$ cat src/rtl/muldiv_sequencer_pkg.sv
// ----------------------------------------------------------------------------
// mdu_defs
// Shared definitions for the HI/LO multiply/divide unit. The ALU decoder
// imports the same package so that the mul/div op encodings and the
// sequencer state encodings stay in one place.
//
// Contents
//   md_op_e        2-bit mul/div operation code (MULT, MULTU, DIV, DIVU)
//   ST_*           sequencer state encodings (IDLE, MUL, DIV, DONE)
//   md_is_div      true for DIV/DIVU
//   md_is_signed   true for MULT/DIV
// ----------------------------------------------------------------------------
package mdu_defs;

    // Operation codes as driven by the decoder's ALU control path.
    typedef enum logic [1:0] {
        MD_MULT  = 2'b00,
        MD_MULTU = 2'b01,
        MD_DIV   = 2'b10,
        MD_DIVU  = 2'b11
    } md_op_e;

    // Sequencer states, kept as plain constants so older netlists and
    // waveform scripts that match on the raw encoding keep working.
    localparam logic [1:0] ST_IDLE = 2'd0;
    localparam logic [1:0] ST_MUL  = 2'd1;
    localparam logic [1:0] ST_DIV  = 2'd2;
    localparam logic [1:0] ST_DONE = 2'd3;

    // Bit 1 of the op code separates the divide group from the multiply group.
    function automatic logic md_is_div(input md_op_e op);
        return op[1];
    endfunction

    // MULT and DIV treat their operands as two's complement values.
    function automatic logic md_is_signed(input md_op_e op);
        return (op == MD_MULT) || (op == MD_DIV);
    endfunction

endpackage

$ cat src/rtl/muldiv_sequencer_div_radix2.sv
// ----------------------------------------------------------------------------
// div_radix2
// Iterative radix-2 restoring divider working on unsigned magnitudes. One
// quotient bit is produced per i_step cycle. The quotient/remainder outputs
// show the values that the current step will produce, so the owner can
// commit them on the same edge as the final step.
//
// Ports
//   clk         in   core clock
//   rst         in   synchronous, active-high reset
//   i_start     in   load dividend/divisor magnitudes and clear the count
//   i_step      in   perform one shift / trial-subtract / restore iteration
//   i_abort     in   drop the division in flight (count back to zero)
//   i_dividend  in   |a|
//   i_divisor   in   |b|, must be non-zero when stepping
//   o_q         out  quotient after the current step
//   o_r         out  remainder after the current step
//   o_last      out  the current step is the final iteration
// ----------------------------------------------------------------------------
module div_radix2 #(
    parameter int WIDTH = 32,
    parameter int ITERS = 32
) (
    input  logic             clk,
    input  logic             rst,
    input  logic             i_start,
    input  logic             i_step,
    input  logic             i_abort,
    input  logic [WIDTH-1:0] i_dividend,
    input  logic [WIDTH-1:0] i_divisor,
    output logic [WIDTH-1:0] o_q,
    output logic [WIDTH-1:0] o_r,
    output logic             o_last
);

    localparam int CW = (ITERS > 1) ? $clog2(ITERS) : 1;
    localparam logic [CW-1:0] LAST_CNT = CW'(ITERS - 1);

    logic [CW-1:0]    r_cnt;
    logic [WIDTH-1:0] r_rem;
    logic [WIDTH-1:0] r_quo;
    logic [WIDTH-1:0] r_div;

    logic [WIDTH:0]   w_shift;
    logic [WIDTH-1:0] w_diff;
    logic             w_fits;
    logic [WIDTH-1:0] w_remNext;
    logic [WIDTH-1:0] w_quoNext;

    // One restoring iteration. The partial remainder is shifted left and
    // picks up the next dividend bit from the top of the quotient register,
    // which makes it WIDTH+1 bits wide. The trial subtract only needs WIDTH
    // bits: when the divisor fits, the true difference is below the divisor
    // and therefore below 2**WIDTH, so the modulo result is exact. When it
    // does not fit, the shifted value itself is below the divisor and its top
    // bit is zero, so the restore keeps the low WIDTH bits without loss.
    always_comb begin
        w_shift   = {r_rem, r_quo[WIDTH-1]};
        w_fits    = (w_shift >= {1'b0, r_div});
        w_diff    = w_shift[WIDTH-1:0] - r_div;
        w_remNext = w_fits ? w_diff : w_shift[WIDTH-1:0];
        w_quoNext = {r_quo[WIDTH-2:0], w_fits};
    end

    assign o_q    = w_quoNext;
    assign o_r    = w_remNext;
    assign o_last = (r_cnt == LAST_CNT);

    // Iteration state. The quotient register starts out holding the dividend
    // and shifts it out MSB first while quotient bits shift in at the bottom,
    // so after ITERS steps it holds the full quotient.
    always_ff @(posedge clk) begin
        if (rst) begin
            r_cnt <= '0;
            r_rem <= '0;
            r_quo <= '0;
            r_div <= '0;
        end else if (i_abort) begin
            r_cnt <= '0;
        end else if (i_start) begin
            r_cnt <= '0;
            r_rem <= '0;
            r_quo <= i_dividend;
            r_div <= i_divisor;
        end else if (i_step) begin
            r_cnt <= r_cnt + 1'b1;
            r_rem <= w_remNext;
            r_quo <= w_quoNext;
        end
    end

endmodule

$ cat src/rtl/muldiv_sequencer.sv
// ----------------------------------------------------------------------------
// muldiv_sequencer
// HI/LO multiply/divide sequencer for the execute stage. Accepts
// MULT/MULTU/DIV/DIVU, runs a single-cycle registered multiply or a
// DIV_ITERS-cycle restoring divide, stalls the front of the pipe while busy
// and then commits the result to the architectural HI/LO registers. MTHI and
// MTLO writes are serviced whenever no operation is in flight.
//
// Ports
//   clk        in   core clock
//   rst        in   synchronous, active-high reset
//   start_i    in   mul/div op valid in E, held while stall_o is high
//   op_i       in   00 MULT, 01 MULTU, 10 DIV, 11 DIVU
//   a_i        in   rs operand (dividend / multiplicand)
//   b_i        in   rt operand (divisor / multiplier)
//   flush_i    in   exception/eret flush, cancels any operation in flight
//   hi_we_i    in   MTHI write enable
//   lo_we_i    in   MTLO write enable
//   wdata_i    in   MTHI/MTLO write data
//   stall_o    out  holds IF/ID/E (combinational)
//   done_o     out  one-cycle pulse when HI/LO first show a new result
//   hi_o       out  architectural HI
//   lo_o       out  architectural LO
//
// DIV_ITERS must equal WIDTH: the divider produces one quotient bit per step.
// ----------------------------------------------------------------------------
module muldiv_sequencer
    import mdu_defs::*;
#(
    parameter int WIDTH     = 32,
    parameter int DIV_ITERS = 32
) (
    input  logic             clk,
    input  logic             rst,
    input  logic             start_i,
    input  logic [1:0]       op_i,
    input  logic [WIDTH-1:0] a_i,
    input  logic [WIDTH-1:0] b_i,
    input  logic             flush_i,
    input  logic             hi_we_i,
    input  logic             lo_we_i,
    input  logic [WIDTH-1:0] wdata_i,
    output logic             stall_o,
    output logic             done_o,
    output logic [WIDTH-1:0] hi_o,
    output logic [WIDTH-1:0] lo_o
);

    logic [1:0]         r_state;
    logic               r_negQ;
    logic               r_negR;
    logic [WIDTH-1:0]   r_absA;
    logic [WIDTH-1:0]   r_absB;
    logic [WIDTH-1:0]   r_hi;
    logic [WIDTH-1:0]   r_lo;

    md_op_e             w_op;
    logic               w_isDiv;
    logic               w_signedOp;
    logic               w_negA;
    logic               w_negB;
    logic [WIDTH-1:0]   w_absA;
    logic [WIDTH-1:0]   w_absB;
    logic               w_bZero;
    logic               w_accept;
    logic               w_divStart;
    logic               w_divStep;
    logic               w_mtAllowed;
    logic               w_commitMul;
    logic               w_commitDiv;
    logic               w_commitDiv0;
    logic [2*WIDTH-1:0] w_prodMag;
    logic [2*WIDTH-1:0] w_prod;
    logic [WIDTH-1:0]   w_q;
    logic [WIDTH-1:0]   w_r;
    logic               w_last;
    logic [WIDTH-1:0]   w_quoFix;
    logic [WIDTH-1:0]   w_remFix;
    logic               w_stall;

    // Operand conditioning for the incoming op. Both datapaths work on
    // magnitudes, so signed ops take the absolute value here and remember
    // which results need negating afterwards. The most negative value maps to
    // itself, which is still the correct unsigned magnitude.
    always_comb begin
        w_op       = md_op_e'(op_i);
        w_isDiv    = md_is_div(w_op);
        w_signedOp = md_is_signed(w_op);
        w_negA     = w_signedOp & a_i[WIDTH-1];
        w_negB     = w_signedOp & b_i[WIDTH-1];
        w_absA     = w_negA ? (~a_i + 1'b1) : a_i;
        w_absB     = w_negB ? (~b_i + 1'b1) : b_i;
        w_bZero    = (b_i == '0);
    end

    // Control decodes. An op is only taken from IDLE and never in the same
    // cycle as a flush. In DONE the same instruction is still sitting in E, so
    // start_i is deliberately ignored there. Commits are suppressed by a flush
    // so HI/LO keep their pre-operation values.
    always_comb begin
        w_accept     = (r_state == ST_IDLE) & start_i & ~flush_i;
        w_divStart   = w_accept & w_isDiv & ~w_bZero;
        w_commitDiv0 = w_accept & w_isDiv & w_bZero;
        w_divStep    = (r_state == ST_DIV) & ~flush_i;
        w_commitMul  = (r_state == ST_MUL) & ~flush_i;
        w_commitDiv  = w_divStep & w_last;
        w_mtAllowed  = (r_state == ST_IDLE) | (r_state == ST_DONE);
    end

    // Multiply on the latched magnitudes, then restore the sign. A single
    // unsigned multiplier therefore serves both MULT and MULTU.
    always_comb begin
        w_prodMag = {{WIDTH{1'b0}}, r_absA} * {{WIDTH{1'b0}}, r_absB};
        w_prod    = r_negQ ? (~w_prodMag + 1'b1) : w_prodMag;
    end

    // Divide sign fix-up: the quotient is negative when the operand signs
    // differ and the remainder follows the sign of the dividend, matching
    // truncating division. DIVU never sets the flags, so it passes through.
    always_comb begin
        w_quoFix = r_negQ ? (~w_q + 1'b1) : w_q;
        w_remFix = r_negR ? (~w_r + 1'b1) : w_r;
    end

    div_radix2 #(
        .WIDTH (WIDTH),
        .ITERS (DIV_ITERS)
    ) u_div (
        .clk        (clk),
        .rst        (rst),
        .i_start    (w_divStart),
        .i_step     (w_divStep),
        .i_abort    (flush_i),
        .i_dividend (w_absA),
        .i_divisor  (w_absB),
        .o_q        (w_q),
        .o_r        (w_r),
        .o_last     (w_last)
    );

    // Operand latch. Captured once when the op is accepted so the multiply
    // and the sign fix-up do not depend on the E-stage operands staying put.
    always_ff @(posedge clk) begin
        if (rst) begin
            r_negQ <= 1'b0;
            r_negR <= 1'b0;
            r_absA <= '0;
            r_absB <= '0;
        end else if (w_accept) begin
            r_negQ <= w_negA ^ w_negB;
            r_negR <= w_negA;
            r_absA <= w_absA;
            r_absB <= w_absB;
        end
    end

    // Sequencer FSM. Multiplies spend one cycle in MUL, divides one cycle
    // per quotient bit in DIV, and a zero divisor skips straight to DONE.
    // DONE always lasts exactly one cycle so done_o is a single pulse.
    always_ff @(posedge clk) begin
        if (rst) begin
            r_state <= ST_IDLE;
        end else if (flush_i) begin
            r_state <= ST_IDLE;
        end else begin
            case (r_state)
                ST_IDLE: begin
                    if (w_accept) begin
                        if (!w_isDiv) begin
                            r_state <= ST_MUL;
                        end else if (w_bZero) begin
                            r_state <= ST_DONE;
                        end else begin
                            r_state <= ST_DIV;
                        end
                    end
                end
                ST_MUL: begin
                    r_state <= ST_DONE;
                end
                ST_DIV: begin
                    if (w_last) begin
                        r_state <= ST_DONE;
                    end
                end
                ST_DONE: begin
                    r_state <= ST_IDLE;
                end
                default: begin
                    r_state <= ST_IDLE;
                end
            endcase
        end
    end

    // Architectural HI/LO. MTHI/MTLO are applied first and a mul/div commit
    // on the same edge is written afterwards, so the commit wins. The
    // divide-by-zero result follows the common MIPS convention of HI getting
    // the dividend and LO all ones.
    always_ff @(posedge clk) begin
        if (rst) begin
            r_hi <= '0;
            r_lo <= '0;
        end else begin
            if (w_mtAllowed && hi_we_i) begin
                r_hi <= wdata_i;
            end
            if (w_mtAllowed && lo_we_i) begin
                r_lo <= wdata_i;
            end
            if (w_commitDiv0) begin
                r_hi <= a_i;
                r_lo <= '1;
            end else if (w_commitMul) begin
                r_hi <= w_prod[2*WIDTH-1:WIDTH];
                r_lo <= w_prod[WIDTH-1:0];
            end else if (w_commitDiv) begin
                r_hi <= w_remFix;
                r_lo <= w_quoFix;
            end
        end
    end

    // Stall is combinational so the front end freezes in the very cycle an
    // op is accepted, and releases in the cycle a flush arrives.
    always_comb begin
        w_stall = 1'b0;
        case (r_state)
            ST_IDLE: w_stall = w_accept;
            ST_MUL:  w_stall = ~flush_i;
            ST_DIV:  w_stall = ~flush_i;
            ST_DONE: w_stall = 1'b0;
            default: w_stall = 1'b0;
        endcase
    end

    assign stall_o = w_stall;
    assign done_o  = (r_state == ST_DONE);
    assign hi_o    = r_hi;
    assign lo_o    = r_lo;

endmodule

$ cat config.mk
export PLATFORM = sky130hd
export DESIGN_NAME = muldiv_sequencer
export DESIGN_NICKNAME = d
export VERILOG_FILES = /design/src/rtl/muldiv_sequencer_pkg.sv /design/src/rtl/muldiv_sequencer_div_radix2.sv /design/src/rtl/muldiv_sequencer.sv
export SDC_FILE = /design/constraint.sdc
export NUM_CORES = 2
export LEC_CHECK = 0
export BUFFER_PORTS_ARGS = -buffer_cell sky130_fd_sc_hd__buf_4
export CORE_MARGIN = 3
export CORE_UTILIZATION = 55
export CTS_CLUSTER_DIAMETER = 50
export DETAILED_ROUTE_END_ITERATION = 10
export GPL_TIMING_DRIVEN = 0
export PLACE_DENSITY = 0.86
export SLEW_MARGIN = 20
export SYNTH_ARGS = -nofsm -noshare
export SYNTH_HDL_FRONTEND = slang
export SYNTH_SLANG_ARGS = --single-unit
$ cat constraint.sdc
create_clock -name clk -period 7.9 [get_ports clk]
set_input_delay 0.79 -clock clk [delete_from_list [all_inputs] [get_ports clk]]
set_output_delay 0.79 -clock clk [all_outputs]
set_load 0.05 [all_outputs]
==> reports/metrics.yaml <==
floorplanning:
  ios: 170
  start_util_pct: 55.80
  die-area_um2: 97130
  coreArea_um2: 92080
  rows: 111
  die_w_um: 311.7
  die_h_um: 311.7
logic_synthesis:
  synthArstFlopShare_pct: 0
  yosys_warnings: 0
  syn-num-nets: 7463
  synth_cells: 6156
  syn_area_um2: 51380
  synth_area_leaders: "fa_1 (35%), dfxtp_1 (9.1%), and2_1 (7.7%)"
  yosysSeqAreaShare_pct: 9.078
  yosysUniqueCellTypes: 105
  synth-main-ff-cell: "dfxtp_1"
  synth_top_area_cell: "fa_1"
  ys_seq_elements: 233
  syn_area_per_cell_um2: 8.347
  synth_top_area_share_pct: 34.95
  synth_enable_flop_cells: 0
setup_path:
  worst_setup_path_end_kind: "flop"
  critical_path.startpoint_type: "flop"
  timing_worst_setup_path_type: "reg -> reg"
  reg2regPathDepth: 27
  cp_max_fo: 7
  cp.required_ns: 8.34
  arrival_ns: 9.82
timing:
  finalCritPeriodShare_pct: 118.7
  rsz0062_at_grt: "true"
  finalSetupViolations: 43
  max-slew-margin-rel_pct: 12.70
  slew_viol_final: 0
  tightest_slew_ns: 1.310
  hold_viol: 0
  finClkSkew_ns: 0.02303
  whs_ns: 0.4626
  min_period_ns: 9.380
  fmax_ghz: 0.1066
  setup_slack_ns: -1.480
  tns_ns: -40.91
place:
  gp_congestion: 1.096
  place_inst: 7568
  portBuffers: 168
  place_ws_ns: -2.654
  dp_hpwl_mm: 177.9
cts:
  clkSinkCount: 233
  ctsHoldBuffers: 0
  clockRootBuffer: "clkbuf_16"
  htree_levels: 1
  cts_buffer_depth: 3
  clk_latency_ns: 0.61
  numCtsBuffers: 30
  clk_pin_slew_worst_paths_ns: 0.07
  cts_tree: "yes"
outcome:
  violations: "negative setup slack"
  status: "finished, violations left"
power_and_ir_drop:
  ir_worst_vdd_v: 0.0002034
  p_per_area_nw_per_um2: 172.2
  swShare_pct: 53.09
  pwr-share-clk_pct: 14.1
  p_int_uw: 4919
  p_sw_uw: 5567
  sequentialPowerShare_pct: 13.4
  p_leak_uw: 0.02762
  power_uw: 10490
  combPwrFrac_pct: 72.5
routing:
  num_vias: 50850
  dr.pass1.iters: 9
  routed_wl_mm: 224.7
  ant_nets: 0
  via_per_inst: 6.533
  detail_route.iter0.violations: 6909
  drc: 0
  post_drt_wl_per_cell_um: 28.87
final_layout:
  final_common_cell: "inv_1"
  multiInputGateArea_um2: 43910
  nets: 7817
  final_cells: 7783
  final_cell_mix: "inv_1 (912), fa_1 (850), nand2_1 (692)"
  drive_gt1_share_pct: 15.86
  syn2layout_area_growth_pct: 18.50
  ff_latch_area_um2: 4870
  fillers: 7221
min_path:
  hold_path_class: "reg -> reg"
  worstHoldPathCells: 2
run:
  cap_violations: 0
grt:
  antenna_found_initial: 13
  grtUsageTotal_pct: 44.44
  grt_overflow: 0
  grt_first_pass_wirelength_mm: 322.6
  grt_max_degree: 17
  first_global_vias: 50670
## synth_stat cells (11+ instances only)
master     instances
a211oi_1         156
a21o_1            31
a21oi_1          264
a22oi_1           23
a311oi_1          16
a31oi_1           33
and2_1           635
and3_1            30
buf_1             13
buf_2             21
clkbuf_1         341
dfxtp_1          233
fa_1             897
ha_1             306
inv_1            921
mux2i_1           35
nand2_1          707
nand2b_1          25
nand3_1           51
nand4_1           53
nor2_1           343
nor2b_1           14
nor3_1           106
nor4_1            31
o2111ai_1         11
o211ai_1          38
o21a_1            51
o21ai_0          166
o21ai_1           12
o21bai_1          11
o22ai_1           33
o31ai_1           41
o41ai_1           13
or3_1             35
or4_1             23
xnor2_1          127
xor2_1            91
## critical path, stage by stage, from the launching register on
cell	delay, ns
dfxtp_4	0.45
clkbuf_16	0.20
and2_4	0.16
fa_1	0.55
inv_2	0.04
fa_1	0.52
inv_1	0.05
fa_1	0.47
fa_1	0.63
fa_1	0.48
fa_1	0.48
fa_2	0.61
fa_1	0.48
ha_1	0.34
buf_6	0.16
a21oi_4	0.13
o21ai_2	0.09
a211o_1	0.33
a21o_4	0.23
or4_4	0.53
a222oi_1	0.40
buf_4	0.19
or3b_4	0.44
nor3_4	0.24
nand4_1	0.27
nor3_2	0.26
mux2i_2	0.33
a2111oi_2	0.12
## power groups by stage
stage               combinational (uW)  sequential, uW  clock [uW]
finish                            7600            1410        1480
global route                      7880            1400        1510
CTS                               6590            1390        1460
detailed placement                5490            1410           0
global placement                  5450            1400           0
floorplan                         3530            1430           0
## worst paths after layout
path / start / endpoint / slack, ns
max: r_absA[13] / hi_o[29] / -1.48
min: u_div.r_cnt[4] / u_div.r_cnt[4] / 0.46
max reg2reg: r_absA[13] / hi_o[29] / -1.48
min reg2reg: u_div.r_cnt[4] / u_div.r_cnt[4] / 0.46
## cell families after synthesis
kind of cell	synth area share, %
AOI/OAI and AO/OA	13.36
and+or+nand+nor	20.83
DFF	9.078
muxes	0.8352
xor gates and xnor gates	3.716
adders and majority gates	42.40
buffers and inverters	9.789
## state kept, by name, summed over array words and instances, names as in the netlist
register / count
u_div.r_quo: 32
r_state: 2
u_div.r_cnt: 5
r_absB: 32
r_absA: 32
r_negQ: 1
hi_o: 32
u_div.r_div: 32
r_negR: 1
lo_o: 32
u_div.r_rem: 32
## metrics by stage
stage                     utilization, %  area (um2)
final                              66.13       60890
after global routing               66.11       60870
after CTS                          64.47       59360
after detailed placement           59.08       54400
after global placement             59.07       54390
after floorplan                        -       51570
## per-layer routing
| metal | GRT usage [%] | vias to the layer above | part of all wire [%] |
|---|---|---|---|
| li1 | - | 20560 | - |
| met1 | 53.08 | 24810 | 34 |
| met2 | 68.61 | 4119 | 43 |
| met3 | 12.62 | 1354 | 13 |
| met4 | 32.76 | 6 | 10 |
| met5 | 0 | - | 0.019 |
## cell type report
type                    instances  area share, %
clock inverters                19         0.3863
multi-input cells            4612          72.12
plain buffers                 377          5.480
flip-flops and latches        233          7.998
repair buffers                333          4.406
clock buffers                  35          1.332
inverters                     923          5.690
well taps                    1243          2.554
diodes                          8        0.03288
## what timing repair did
item / CTS / global route
hold endpoints to repair: 0 / 0
cloned: 7 / 2
resized for setup: 806 / 271
pin swaps: 136 / 123
endpoints found under the setup margin: 52 / 49
buffers inserted: 103 / 55
Power figures use the tool's default switching activity.
